## src/rtl/fifo_rr_read_scheduler_if.sv

```systemverilog
// Signal bundle between the router input FIFOs, the read scheduler and the flit consumer.
// The scheduler takes the master view; the FIFO/consumer side takes the slave view.
interface fifo_rr_read_scheduler_if #(
  parameter int NUM_PORTS = 7,
  parameter int FLIT_W    = 85
);
  logic [NUM_PORTS-1:0]        fifo_empty;
  logic [NUM_PORTS*FLIT_W-1:0] fifo_data;
  logic [NUM_PORTS-1:0]        fifo_rd_en;
  logic [FLIT_W-1:0]           out_flit;
  logic                        out_valid;
  logic                        out_ready;
  logic [2:0]                  out_port;
  logic [7:0]                  drop_count;

  modport master (
    input  fifo_empty, fifo_data, out_ready,
    output fifo_rd_en, out_flit, out_valid, out_port, drop_count
  );

  modport slave (
    output fifo_empty, fifo_data, out_ready,
    input  fifo_rd_en, out_flit, out_valid, out_port, drop_count
  );
endinterface

```

## src/rtl/fifo_rr_read_scheduler.sv

```systemverilog
// Round-robin read scheduler sharing one flit consumer among NUM_PORTS input FIFOs;
// one read outstanding at a time, invalid flits are dropped and counted.
//
// state   | meaning
// IDLE    | waiting for any non-empty FIFO, arbitrates when one appears
// READ    | rd_en pulse to the granted FIFO
// CAPTURE | FIFO registered output valid; latch flit, keep or drop it
// SEND    | flit presented on out_*, waiting for out_ready
module fifo_rr_read_scheduler #(
  parameter int NUM_PORTS    = 7,
  parameter int lg_numprocs  = 3,
  parameter int PayloadWidth = 32
) (
  input logic                       clk,
  input logic                       rst,
  fifo_rr_read_scheduler_if.master  bus
);
  localparam int FLIT_W    = 82 + lg_numprocs;
  localparam int VALID_BIT = 81;
  localparam logic [2:0]           LAST_RST = 3'(NUM_PORTS - 1);
  localparam logic [NUM_PORTS-1:0] ONE      = 1;

  if (NUM_PORTS < 2 || NUM_PORTS > 8) begin : g_bad_num_ports
    $error("NUM_PORTS must be in 2..8");
  end
  if (PayloadWidth > VALID_BIT) begin : g_bad_payload
    $error("PayloadWidth overlaps the flit valid bit");
  end

  typedef enum logic [1:0] {IDLE, READ, CAPTURE, SEND} state_t;

  state_t            state, state_nxt;
  logic [2:0]        grant, grant_nxt;
  logic [2:0]        last_grant, last_grant_nxt;
  logic [FLIT_W-1:0] flit_q, flit_nxt;
  logic              valid_q, valid_nxt;
  logic [2:0]        port_q, port_nxt;
  logic [7:0]        drops_q, drops_nxt;

  logic              pending;
  logic [2:0]        winner;
  logic [3:0]        idx;
  logic [FLIT_W-1:0] flit_sel;

  assign flit_sel = bus.fifo_data[int'(grant)*FLIT_W +: FLIT_W];

  // Scan starts one past the previous grant so every non-empty port is reached
  // within NUM_PORTS arbitrations.
  always_comb begin
    pending = 1'b0;
    winner  = last_grant;
    idx     = '0;
    for (int i = 1; i <= NUM_PORTS; i++) begin
      idx = {1'b0, last_grant} + 4'(i);
      if (idx >= 4'(NUM_PORTS)) idx = idx - 4'(NUM_PORTS);
      if (!pending && !bus.fifo_empty[idx[2:0]]) begin
        pending = 1'b1;
        winner  = idx[2:0];
      end
    end
  end

  always_comb begin
    state_nxt      = state;
    grant_nxt      = grant;
    last_grant_nxt = last_grant;
    flit_nxt       = flit_q;
    valid_nxt      = valid_q;
    port_nxt       = port_q;
    drops_nxt      = drops_q;
    case (state)
      IDLE: begin
        if (pending) begin
          grant_nxt      = winner;
          last_grant_nxt = winner;
          state_nxt      = READ;
        end
      end
      READ: state_nxt = CAPTURE;
      CAPTURE: begin
        flit_nxt = flit_sel;
        port_nxt = grant;
        if (flit_sel[VALID_BIT]) begin
          valid_nxt = 1'b1;
          state_nxt = SEND;
        end else begin
          if (drops_q != 8'hFF) drops_nxt = drops_q + 8'd1;
          state_nxt = IDLE;
        end
      end
      SEND: begin
        if (bus.out_ready) begin
          valid_nxt = 1'b0;
          if (pending) begin
            grant_nxt      = winner;
            last_grant_nxt = winner;
            state_nxt      = READ;
          end else begin
            state_nxt = IDLE;
          end
        end
      end
      default: state_nxt = IDLE;
    endcase
  end

  always_ff @(posedge clk or posedge rst) begin
    if (rst) begin
      state      <= IDLE;
      grant      <= '0;
      last_grant <= LAST_RST;
      flit_q     <= '0;
      valid_q    <= 1'b0;
      port_q     <= '0;
      drops_q    <= '0;
    end else begin
      state      <= state_nxt;
      grant      <= grant_nxt;
      last_grant <= last_grant_nxt;
      flit_q     <= flit_nxt;
      valid_q    <= valid_nxt;
      port_q     <= port_nxt;
      drops_q    <= drops_nxt;
    end
  end

  // Decoded from the registered state so a reset kills the pulse immediately.
  assign bus.fifo_rd_en = (state == READ) ? (ONE << grant) : '0;
  assign bus.out_flit   = flit_q;
  assign bus.out_valid  = valid_q;
  assign bus.out_port   = port_q;
  assign bus.drop_count = drops_q;

endmodule

```

## src/flat_wrapper.sv

```systemverilog
// flat-port wrapper written by rule: the top's interface ports become plain ports
module fifo_rr_read_scheduler_flat 
#(
  parameter int NUM_PORTS    = 7,
  parameter int lg_numprocs  = 3,
  parameter int PayloadWidth = 32
)
  (clk, rst, bus_fifo_empty, bus_fifo_data, bus_out_ready, bus_fifo_rd_en, bus_out_flit, bus_out_valid, bus_out_port, bus_drop_count);
  fifo_rr_read_scheduler_if #(.NUM_PORTS(NUM_PORTS), .FLIT_W((82 + (3)))) bus_i ();
  input logic clk;
  input logic rst;
  input wire logic [$bits(bus_i.fifo_empty)-1:0] bus_fifo_empty;
  input wire logic [$bits(bus_i.fifo_data)-1:0] bus_fifo_data;
  input wire logic [$bits(bus_i.out_ready)-1:0] bus_out_ready;
  output wire logic [$bits(bus_i.fifo_rd_en)-1:0] bus_fifo_rd_en;
  output wire logic [$bits(bus_i.out_flit)-1:0] bus_out_flit;
  output wire logic [$bits(bus_i.out_valid)-1:0] bus_out_valid;
  output wire logic [$bits(bus_i.out_port)-1:0] bus_out_port;
  output wire logic [$bits(bus_i.drop_count)-1:0] bus_drop_count;
  assign bus_i.fifo_empty = bus_fifo_empty;
  assign bus_i.fifo_data = bus_fifo_data;
  assign bus_i.out_ready = bus_out_ready;
  assign bus_fifo_rd_en = bus_i.fifo_rd_en;
  assign bus_out_flit = bus_i.out_flit;
  assign bus_out_valid = bus_i.out_valid;
  assign bus_out_port = bus_i.out_port;
  assign bus_drop_count = bus_i.drop_count;
  fifo_rr_read_scheduler #(.NUM_PORTS(NUM_PORTS), .lg_numprocs(lg_numprocs), .PayloadWidth(PayloadWidth)) u_core (.clk(clk), .rst(rst), .bus(bus_i));
endmodule
```

## config.mk

```make
export PLATFORM = sky130hd
export DESIGN_NAME = fifo_rr_read_scheduler_flat
export DESIGN_NICKNAME = d
export VERILOG_FILES = /design/src/rtl/fifo_rr_read_scheduler_if.sv /design/src/rtl/fifo_rr_read_scheduler.sv /design/src/flat_wrapper.sv
export SDC_FILE = /design/constraint.sdc
export NUM_CORES = 1
export LEC_CHECK = 0
export ABC_AREA = 1
export CORE_AREA = 5 5 274 276
export CTS_CLUSTER_SIZE = 20
export DETAILED_ROUTE_END_ITERATION = 10
export DIE_AREA = 0 0 279 281
export GPL_ROUTABILITY_DRIVEN = 0
export GPL_TIMING_DRIVEN = 0
export SLEW_MARGIN = 20
export SYNTH_ARGS = -nofsm -noshare
export SYNTH_HDL_FRONTEND = slang
export SYNTH_SLANG_ARGS = --single-unit
```

## constraint.sdc

```tcl
create_clock -name clk -period 7.42 [get_ports clk]
set_clock_uncertainty 0.15 [all_clocks]
set_input_delay 2.226 -clock clk [delete_from_list [all_inputs] [get_ports clk]]
set_output_delay 2.226 -clock clk [all_outputs]
set_load 0.01 [all_outputs]
```

==> impl_results.md <==
* Synthesized area at 0.008850 mm²
* Switching Share at 55.09%
* Largest net degree at the start of global routing at 58
* DR WL/cell at 24.04 µm
* Crit path time final at 6.214 ns
* Switch Pwr at 3.578 mW
* Die W at 279 µm
* CTS root buffer: clkbuf_16
* Worst vdd ir at 0.1361 mV
* Slew Limit Fails at 0
* Net count, final at 2612
* Worst reg2reg path depth at 8
* Period utilization at 83.75%
* Relative slew slack at 18.80%
* Highest clock rate at 160.9 MHz
* Setup bufs post-CTS at 0
* CTS tree: built
* Initial DRC count at 886
* Tightest Pin Transition at 1.218 ns
* Die ar. at 0.07840 mm²
* Minimum hold slack at 0.3290 ns
* Hold path depth at 2
* Sequential fraction of the synthesis area at 29.44%
* Io pins at 709
* Starting Density at 12.23%
* Critical Path Source: u_core.grant[0]
* Site row count at 99
* Max cap viols at 0
* Syn avg cell area at 6.968 µm²
* Vias in the first global route at 12799
* RSZ-0062 raised after global routing: false
* Layout cells sized above 1 at 4.705%
* Gr ovfl total at 0
* Synth Net Count at 1889
* Sink Count at 104
* Final setup fails at 0
* Sequential share of power at 15.8%
* Hold Path Class: reg -> reg
* TritonCTS Buffers at 9
* Drt pass-1 iters at 6
* DP HPWL at 60450 µm
* Total number of yosys warnings at 0
* Final core utilization at 24.23%
* Die Ht at 281 µm
* Worst R2R Start: u_core.state[0]
* Yosys reg bits at 104
* Pre-CTS setup slack at 1.452 ns
* Hold-fix buffers, CTS at 0
* H-tree depth at 3
* Total track usage at 16.91%
* CP endpoint: bus_fifo_rd_en[5]
* R2r setup slk at 3.46 ns
* Final hold vios at 0
* Core Region at 0.07234 mm²
* Post-DRT Antenna Nets at 0
* Setup TNS Final at 0 ns
* Post-route worst setup slack at 1.206 ns
* Post-cts resize count at 0
* Crit Path Max Fanout at 12
* Post-synth top area share at 28.84%
* Via count at 12976
* Final wirelength at 71220 µm
* CTS clock-pin slew for the worst setup and hold paths at 0.08 ns
* # DRC at 0
* First-pass GRT wire length at 95070 µm
* Synth area leaders: dfrtp_1 (29%), nand2_1 (17%), a22oi_1 (15%)
* Internal power at 2.916 mW
* Leak at 6.910 nW
* Logic pwr share at 76.2%
* Synth unique cells at 42
* Status: finished, final reports clean
* Critical path class: reg -> out
* Startpoint Class: flop
* Layout area overhead at 98.04%
* CP Data Required Time at 5.04 ns
* Reg2reg end: u_core.bus.out_flit[69]
* DR vias/cell at 4.381
* Port Buffers at 708
* Clock Power Share at 8.0%
* Clock latency on the worst-skew pair at 0.39 ns
* WP data arrival at 3.84 ns
* Power density cells at 370.6 mW/mm²
* Maximum root-to-sink buffer count at 2
* Post-Syn Instances at 1270
* Setup crit end kind: primary output
* Initial antenna violation count at 8
* Most area-hungry cell type in the Yosys netlist: dfrtp_1
-- worst min path at each step --
stage                                start                endpoint  slack (ns)
finish              u_core.bus.out_port[1]  u_core.bus.out_port[1]        0.33
global route        u_core.bus.out_port[1]  u_core.bus.out_port[1]        0.35
CTS                 u_core.bus.out_port[1]  u_core.bus.out_port[1]        0.34
detailed placement  u_core.bus.out_port[1]  u_core.bus.out_port[1]        0.31
global placement    u_core.bus.out_port[1]  u_core.bus.out_port[1]        0.32
floorplan                  u_core.grant[2]         u_core.grant[2]        0.34
-- registers in the layout, indices dropped and copies added, names as in the netlist --
signal	flops
u_core.grant	3
u_core.state	2
u_core.bus.out_valid	1
u_core.last_grant	2
u_core.bus.out_flit	85
u_core.bus.out_port	3
u_core.bus.drop_count	8
-- logic make-up (layout without fill, tap and decap cells) --
family          after synthesis  in the layout  share of synthesized area (%)
buf+inv                     158            886                          7.140
flops                       104            104                          29.44
mux                           1              1                         0.1272
other cells                   0              5                              0
fa+ha+maj                    14             14                          2.064
xor+xnor                      8              8                         0.7918
compound gates              419            419                          33.35
simple gates                566            566                          27.09
-- worst max-delay path, stage by stage, from the launching register on --
cell             delay (ns)
dfrtp_1                0.43
inv_2                  0.11
buf_4                  0.21
nor2_2                 0.43
buf_8                  0.22
buf_2                  0.29
buf_1                  0.64
inv_1                  0.31
nor2_1                 0.21
clkdlybuf4s50_1        0.57
-- power groups by stage --
stage	registers (mW)	logic (mW)	clock network (mW)
final	1.02	4.95	0.519
after global routing	1.05	5.40	0.561
after CTS	1.02	4.98	0.554
after detailed placement	1.03	4.97	0
after global placement	1.02	4.93	0
after floorplan	1.10	2.57	0
-- final cells by class --
type	count	area [µm²]
antenna	5	12.51
inverter	65	249.0
fill	8093	54810
multi-input combinational	1008	5620
clock inverter	6	51.30
tap	959	1200
sequential	104	2605
clock buffer	10	239.0
timing repair buffer	712	7156
buffer	93	392.9
-- layout by cell type, fill, tap and decap left out, types with 9 or more instances in the layout --
master	Yosys	layout
ha_1	13	13
inv_2	10	10
nand3_1	91	91
dfrtp_1	102	102
clkbuf_1	68	64
clkbuf_16	0	9
a31oi_1	12	12
inv_1	54	53
clkdlybuf4s50_1	0	708
nand4_1	9	9
a22oi_1	172	172
buf_2	16	16
nand2_1	400	400
nor2_1	41	38
o21ai_0	31	31
a21oi_1	106	106
a221o_1	54	54
-- routing by layer --
layer  track usage (%)  up-vias  routed length (µm)
met4             5.782        0                2395
met5                 0        -                   0
met1             22.04     6111               30010
li1                  -     6030                   -
met3             4.552      108                6052
met2             27.14      727               32760
-- per-stage QoR --
step	instance area, µm²	power [mW]	cells
floorplan	8850	3.667	1270
global placement	17140	5.953	2937
detailed placement	17220	5.997	2941
CTS	17510	6.555	2957
global route	17510	7.018	2957
finish	17530	6.494	2962
-- cell usage after synthesis, drive strengths merged --
cell / number
a311oi: 6
a31oi: 12
xor2: 5
and2: 1
nor3: 3
nand4: 9
mux2: 1
a31o: 8
nand3b: 1
a41oi: 7
nand3: 99
inv: 64
nand2: 410
xnor2: 3
a211oi: 6
clkinv: 1
ha: 13
o21ai: 40
o211ai: 6
dfrtp: 102
a21oi: 108
dfstp: 2
fa: 1
buf: 25
a221o: 54
clkbuf: 68
a22oi: 172
nor2: 43
No activity file was read; power rests on OpenSTA's default activity.
